`config.mk`:
```
export PLATFORM = sky130hd
export DESIGN_NAME = synth_reg_player
export DESIGN_NICKNAME = d
export VERILOG_FILES = /design/src/rtl/synth_player_pkg.sv /design/src/rtl/synth_reg_player.sv
export SDC_FILE = /design/constraint.sdc
export NUM_CORES = 1
export LEC_CHECK = 0
export CAP_MARGIN = 20
export CELL_PAD_IN_SITES_DETAIL_PLACEMENT = 0
export CELL_PAD_IN_SITES_GLOBAL_PLACEMENT = 1
export CORE_ASPECT_RATIO = 0.7
export CORE_MARGIN = 1
export CORE_UTILIZATION = 30
export CTS_BUF_LIST = sky130_fd_sc_hd__clkbuf_4 sky130_fd_sc_hd__clkbuf_8
export DETAILED_ROUTE_END_ITERATION = 8
export HOLD_SLACK_MARGIN = 0.15
export PLACE_DENSITY_LB_ADDON = 0.1
export RECOVER_POWER = 50
export SLEW_MARGIN = 15
export SYNTH_ARGS = -nofsm -noshare
export SYNTH_HDL_FRONTEND = slang
export SYNTH_SLANG_ARGS = --single-unit
```
`constraint.sdc`:
```
create_clock -name clk -period 2.6 [get_ports clk]
set_input_delay 0.52 -clock clk [delete_from_list [all_inputs] [get_ports clk]]
set_output_delay 0.52 -clock clk [all_outputs]
set_load 0.01 [all_outputs]
```
`src/rtl/synth_player_pkg.sv`:
```
// Shared opcodes, command field positions and FSM states for the synth register-write player.
package synth_player_pkg;

    localparam logic [1:0] OP_WRITE = 2'b00;
    localparam logic [1:0] OP_WAIT  = 2'b01;
    localparam logic [1:0] OP_JUMP  = 2'b10;
    localparam logic [1:0] OP_HALT  = 2'b11;

    localparam int CMD_W    = 16;
    localparam int OP_MSB   = 15;
    localparam int OP_LSB   = 14;
    localparam int ADDR_MSB = 11;
    localparam int ADDR_LSB = 8;
    localparam int DATA_MSB = 7;
    localparam int DATA_LSB = 0;
    localparam int WAIT_MSB = 13;
    localparam int WAIT_LSB = 0;
    localparam int WAIT_W   = WAIT_MSB - WAIT_LSB + 1;

    typedef enum logic [2:0] {
        ST_IDLE,
        ST_FETCH,
        ST_DECODE,
        ST_STROBE,
        ST_GAP,
        ST_WAIT,
        ST_HALT
    } player_state_t;

endpackage

```
`src/rtl/synth_reg_player.sv`:
```
// Command sequencer: fetches 16-bit commands from a synchronous ROM and plays them out as
// one-cycle register writes, with timed waits, jumps and halt.
module synth_reg_player
    import synth_player_pkg::*;
#(
    parameter int ROM_AW     = 8,
    parameter int STROBE_GAP = 11,
    parameter int TICK_DIV   = 1024
) (
    input  logic              clk,
    input  logic              rst_n,
    input  logic              enable_i,
    input  logic              restart_i,
    output logic [ROM_AW-1:0] rom_addr_o,
    input  logic [CMD_W-1:0]  rom_data_i,
    output logic [7:0]        data_o,
    output logic [3:0]        addr_o,
    output logic              strobe_o,
    output logic              busy_o,
    output logic              halted_o
);

    // Wait counter must hold the largest N*TICK_DIV product, and never be narrower than 24 bits.
    localparam int CNT_RAW = WAIT_W + $clog2(TICK_DIV + 1);
    localparam int CNT_W   = (CNT_RAW > 24) ? CNT_RAW : 24;
    localparam int GAP_W   = (STROBE_GAP > 1) ? $clog2(STROBE_GAP) : 1;
    localparam logic [GAP_W-1:0] GAP_LAST = GAP_W'((STROBE_GAP > 1) ? STROBE_GAP - 2 : 0);

    player_state_t     state, state_next, resume_state;
    logic [ROM_AW-1:0] pc, pc_next;
    logic [CNT_W-1:0]  wait_cnt, wait_cnt_next, wait_len, wait_len_next, decoded_wait_len;
    logic [GAP_W-1:0]  gap_cnt, gap_cnt_next;
    logic [1:0]        opcode;
    logic              load_write;

    assign opcode           = rom_data_i[OP_MSB:OP_LSB];
    assign decoded_wait_len = CNT_W'(rom_data_i[WAIT_MSB:WAIT_LSB]) * CNT_W'(TICK_DIV);
    assign resume_state     = enable_i ? ST_FETCH : ST_IDLE;
    assign rom_addr_o       = pc;

    always_ff @(posedge clk or negedge rst_n) begin
        if (!rst_n) begin
            state <= ST_IDLE;
        end else begin
            state <= state_next;
        end
    end

    // Instruction boundaries (end of GAP/WAIT, JUMP, WAIT 0) are where enable_i is honoured.
    always_comb begin
        state_next    = state;
        pc_next       = pc;
        wait_cnt_next = wait_cnt;
        wait_len_next = wait_len;
        gap_cnt_next  = gap_cnt;
        load_write    = 1'b0;
        if (restart_i) begin
            state_next    = ST_IDLE;
            pc_next       = '0;
            wait_cnt_next = '0;
            wait_len_next = '0;
            gap_cnt_next  = '0;
        end else begin
            unique case (state)
                ST_IDLE:  if (enable_i) state_next = ST_FETCH;
                ST_FETCH: state_next = ST_DECODE;
                ST_DECODE: begin
                    case (opcode)
                        OP_WRITE: begin
                            load_write = 1'b1;
                            pc_next    = pc + ROM_AW'(1);
                            state_next = ST_STROBE;
                        end
                        OP_WAIT: begin
                            pc_next       = pc + ROM_AW'(1);
                            wait_cnt_next = '0;
                            wait_len_next = decoded_wait_len;
                            state_next    = (decoded_wait_len == '0) ? resume_state : ST_WAIT;
                        end
                        OP_JUMP: begin
                            pc_next    = rom_data_i[ROM_AW-1:0];
                            state_next = resume_state;
                        end
                        default: state_next = ST_HALT;
                    endcase
                end
                ST_STROBE: begin
                    gap_cnt_next = '0;
                    state_next   = (STROBE_GAP > 1) ? ST_GAP : resume_state;
                end
                ST_GAP: begin
                    if (gap_cnt == GAP_LAST) state_next = resume_state;
                    else gap_cnt_next = gap_cnt + GAP_W'(1);
                end
                ST_WAIT: begin
                    if (wait_cnt == wait_len - CNT_W'(1)) state_next = resume_state;
                    else wait_cnt_next = wait_cnt + CNT_W'(1);
                end
                ST_HALT: state_next = ST_HALT;
                default: state_next = ST_IDLE;
            endcase
        end
    end

    // Status and strobe are registered from the next state so they line up with the state itself.
    always_ff @(posedge clk or negedge rst_n) begin
        if (!rst_n) begin
            pc       <= '0;
            wait_cnt <= '0;
            wait_len <= '0;
            gap_cnt  <= '0;
            data_o   <= '0;
            addr_o   <= '0;
            strobe_o <= 1'b0;
            busy_o   <= 1'b0;
            halted_o <= 1'b0;
        end else begin
            pc       <= pc_next;
            wait_cnt <= wait_cnt_next;
            wait_len <= wait_len_next;
            gap_cnt  <= gap_cnt_next;
            if (load_write) begin
                data_o <= rom_data_i[DATA_MSB:DATA_LSB];
                addr_o <= rom_data_i[ADDR_MSB:ADDR_LSB];
            end
            strobe_o <= (state_next == ST_STROBE);
            busy_o   <= (state_next != ST_IDLE) && (state_next != ST_HALT);
            halted_o <= (state_next == ST_HALT);
        end
    end

endmodule

```
==> impl_metrics.csv <==
group,metric,value,unit
power,pwr-share-clk,0.347,
synthesis,synth_ff_type,"dfrtp_1",
clocking,numCtsBuffers,9,
floorplanning,die_h,99.6,um
synthesis,synth_compound_area_frac,0.161,
critical_path,crit_slowest_cell,"or4_1",
placement,hpwl,8.68,mm
synthesis,yosysWarnings,0,
floorplanning,design.core.area,0.0132,mm^2
power,p_switching,0.864,mW
floorplanning,rows,35,
sta,finClkSkew,0.0127,ns
global_route,antenna_found_initial,0,
critical_path,regToRegSetupSlack,-0.09,ns
sta,fin_crit,2.69,ns
drt,dr.pass1.iters,4,
power,vdd_drop_max,0.280,mV
clocking,cts_num_sinks,69,
floorplanning,start_util,0.308,
placement,place_congestion,0.799,
run_status,violations,"capacitance limit, slew limit, setup timing",
critical_path,crit_arrival,2.97,ns
synthesis,synth_top_family_by_area,"simple AND/OR/NAND/NOR gates",
synthesis,mappedNetlistArea,0.00408,mm^2
hold_path,hold_path_depth,1,
run_status,status,"complete, but fails checks",
drt,ant_nets,0,
placement,io_buffers,42,
hold_path,holdCritStartpoint,"data_o[4]$_DFFE_PN0P_",
global_route,grt_max_degree,70,
critical_path,max_stage_delay,0.47,ns
finish,fin_nets,591,
hold_path,hold_path.class,"register to register",
synthesis,synth.area.mux_share,0.0436,
synthesis,synthesis.nets,481,
drt,vias,3775,
job,cap_violations,1,
sta,hold_viol_final,0,
critical_path,crit_fanout,15,
finish,num_antenna_cells,0,
sta,timing.fmax,371,MHz
finish,final_cell_mix,"buf_4, dfrtp_1, nand2_1, clkdlybuf4s50_1, nor2_1",
synthesis,ys_ff_latch,69,
clocking,cts.clk_slew.worst_paths,0.09,ns
critical_path,regToRegStartpoint,"wait_len[10]$_DFFE_PN0P_",
synthesis,synth_fa_ha_area_frac,0.0276,
clocking,cts_root_buffer,"clkbuf_8",
finish,syn2layout_area_growth,38.4,%
finish,drive_gt1_frac,0.254,
sta,period_share,1.04,
finish,multi_input_area,0.00238,mm^2
clocking,tritoncts,"done",
power,intPower,2.15,mW
sta,layout_setup_ws,-0.0929,ns
critical_path,r2r-end,"wait_cnt[8]$_DFFE_PN0P_",
power,leakage,2.45,nW
critical_path,crit_required,2.88,ns
synthesis,synth.top_cell.area_share,0.423,
global_route,gr-total-overflow,0,
hold_path,min_to,"data_o[4]$_DFFE_PN0P_",
global_route,grt_pass1_wl,19.7,mm
floorplanning,die_area,0.0141,mm^2
global_route,grt_pass1_vias,3719,
clocking,insertion_delay,0.36,ns
global_route,grt_use_total,0.182,
critical_path,reg2reg_depth,12,
power,comb_power_share,0.243,
synthesis,async_reset_ff_frac,1.00,
floorplanning,fp.dieW,141,um
synthesis,ys_seq_area_frac,0.423,
power,power_density,535,mW/mm^2
synthesis,synth_edf_count,0,
synthesis,post_synth_num_cell_types,64,
synthesis,synth-simple-area-share,0.270,
power,total_power,3.02,mW
drt,routedWlPerCell,15.9,um
critical_path,start_kind,"register",
synthesis,synth_xor_area_frac,0.0408,
finish,final-seq-area,0.00173,mm^2
drt,drt-initial-drc-count,179,
drt,drc,0,
critical_path,path_class,"register to register",
sta,setup_viol,10,
sta,setup_tns,-0.376,ns
critical_path,cp-end-kind,"register",
finish,fillers,1341,
placement,place_area,0.00516,mm^2
finish,final_common_cell,"buf_4",
synthesis,synth_cells,452,
floorplanning,boundaryPins,43,
placement,post-place-ws,-0.215,ns
clocking,h-tree-depth,3,
power,sequentialPowerShare,0.411,
sta,worst_pin_slew,1.82,ns
finish,final_area,0.00564,mm^2
synthesis,avgSynthCellArea,9.02,um^2
sta,drv_slew,70,
sta,max_slew_margin,-0.213,
synthesis,synth_top_area_cell,"dfrtp_1",
critical_path,critical_path.cell_chain,"inv_2 > ha_4 > nor3b_4 > nand4_2 > buf_6 > xnor2_4 > o31ai_2 > o2111ai_4 > o21ai_4 > buf_12 > or4_1 > a21oi_1",
power,swShare,0.286,
synthesis,yosys-top-cells-area,"dfrtp_1, nand2_1, nor2_1, mux2_2, a21oi_1",
drt,finalWirelength,11.9,mm
sta,rsz0062_at_grt,"true",
drt,via_per_inst,5.02,
clocking,clk_path_buf_depth,2,
cell usage after synthesis, drive strengths merged (10+ instances only):
library cell	instances
a21oi	30
and3	13
clkbuf	16
dfrtp	69
inv	15
mux2	14
nand2	50
nand3	25
nand3b	17
nor2	41
nor3	11
o21ai	28
or3	10
xnor2	12
worst max path at each step:
| stage | cells after the start | startpoint | endpoint |
|---|---|---|---|
| 2_1_floorplan | 11 | wait_len[10]$_DFFE_PN0P_ | wait_cnt[12]$_DFFE_PN0P_ |
| 3_3_place_gp | 9 | rom_data_i[0] | busy_o$_DFF_PN0_ |
| 3_5_place_dp | 10 | wait_len[10]$_DFFE_PN0P_ | wait_cnt[5]$_DFFE_PN0P_ |
| 4_1_cts | 10 | wait_len[10]$_DFFE_PN0P_ | strobe_o$_DFF_PN0_ |
| 5_1_grt | 12 | wait_len[11]$_DFFE_PN0P_ | wait_cnt[8]$_DFFE_PN0P_ |
| 6_report | 12 | wait_len[10]$_DFFE_PN0P_ | wait_cnt[8]$_DFFE_PN0P_ |
power by group through the flow:
stage | Combinational [mW] | Clock (mW) | Sequential [mW]
2_1_floorplan | 0.286 | 0 | 1.27
3_3_place_gp | 0.668 | 0 | 1.26
3_5_place_dp | 0.675 | 0 | 1.25
4_1_cts | 0.709 | 1.08 | 1.24
5_1_grt | 0.800 | 1.13 | 1.25
6_report | 0.732 | 1.05 | 1.24
worst max-delay path, delay by kind of cell (launching register included):
family | cells | cell delay (ns)
AO/OA/AOI/OAI | 4 | 0.70
flip-flops | 1 | 0.42
adder cells (fa/ha/maj) | 1 | 0.13
AND/OR/NAND/NOR | 3 | 0.83
XOR/XNOR | 1 | 0.12
buffers and inverters | 3 | 0.42
flip-flops by register name, summed over array words and instances, names as in the netlist:
signal	flops
addr_o	4
busy_o	1
data_o	8
gap_cnt	4
halted_o	1
rom_addr_o	8
state	3
strobe_o	1
wait_cnt	25
wait_len	14
layer usage:
layer	vias up	routed length [um]	global-route usage
met4	0	119	0.0510
met1	1829	6440	0.269
li1	1867	-	-
met5	-	0	0
met2	69	4880	0.262
met3	10	487	0.0409
repair_timing:
| item | CTS | global route |
|---|---|---|
| endpoints found under the setup margin | 28 | 29 |
| pin swaps | 9 | 11 |
| resized for setup | 19 | 23 |
| hold buffers | 0 | 0 |
| cloned | 0 | 1 |
| hold endpoints to repair | 0 | 0 |
| buffers inserted | 7 | 2 |
logic make-up after synthesis:
logic type / Yosys count
compound gates: 98
xor+xnor: 19
fa+ha+maj: 9
buf+inv: 34
flops: 69
mux: 16
simple gates: 207
layout make-up:
type                    count  share of cell area
clock buffers              12              0.0282
clock inverters             4              0.0124
inverters                  15             0.00998
multi-input cells         349               0.422
flip-flops and latches     69               0.306
well taps                 185              0.0410
repair buffers            118               0.180
per-stage QoR:
stage	util	instances	hold WS [ns]
finish	0.427	752	0.515
global route	0.427	752	0.533
CTS	0.418	749	0.197
detailed placement	0.390	726	0.498
global placement	0.390	726	0.496
floorplan	-	452	0.224
Power figures use the tool's default switching activity.
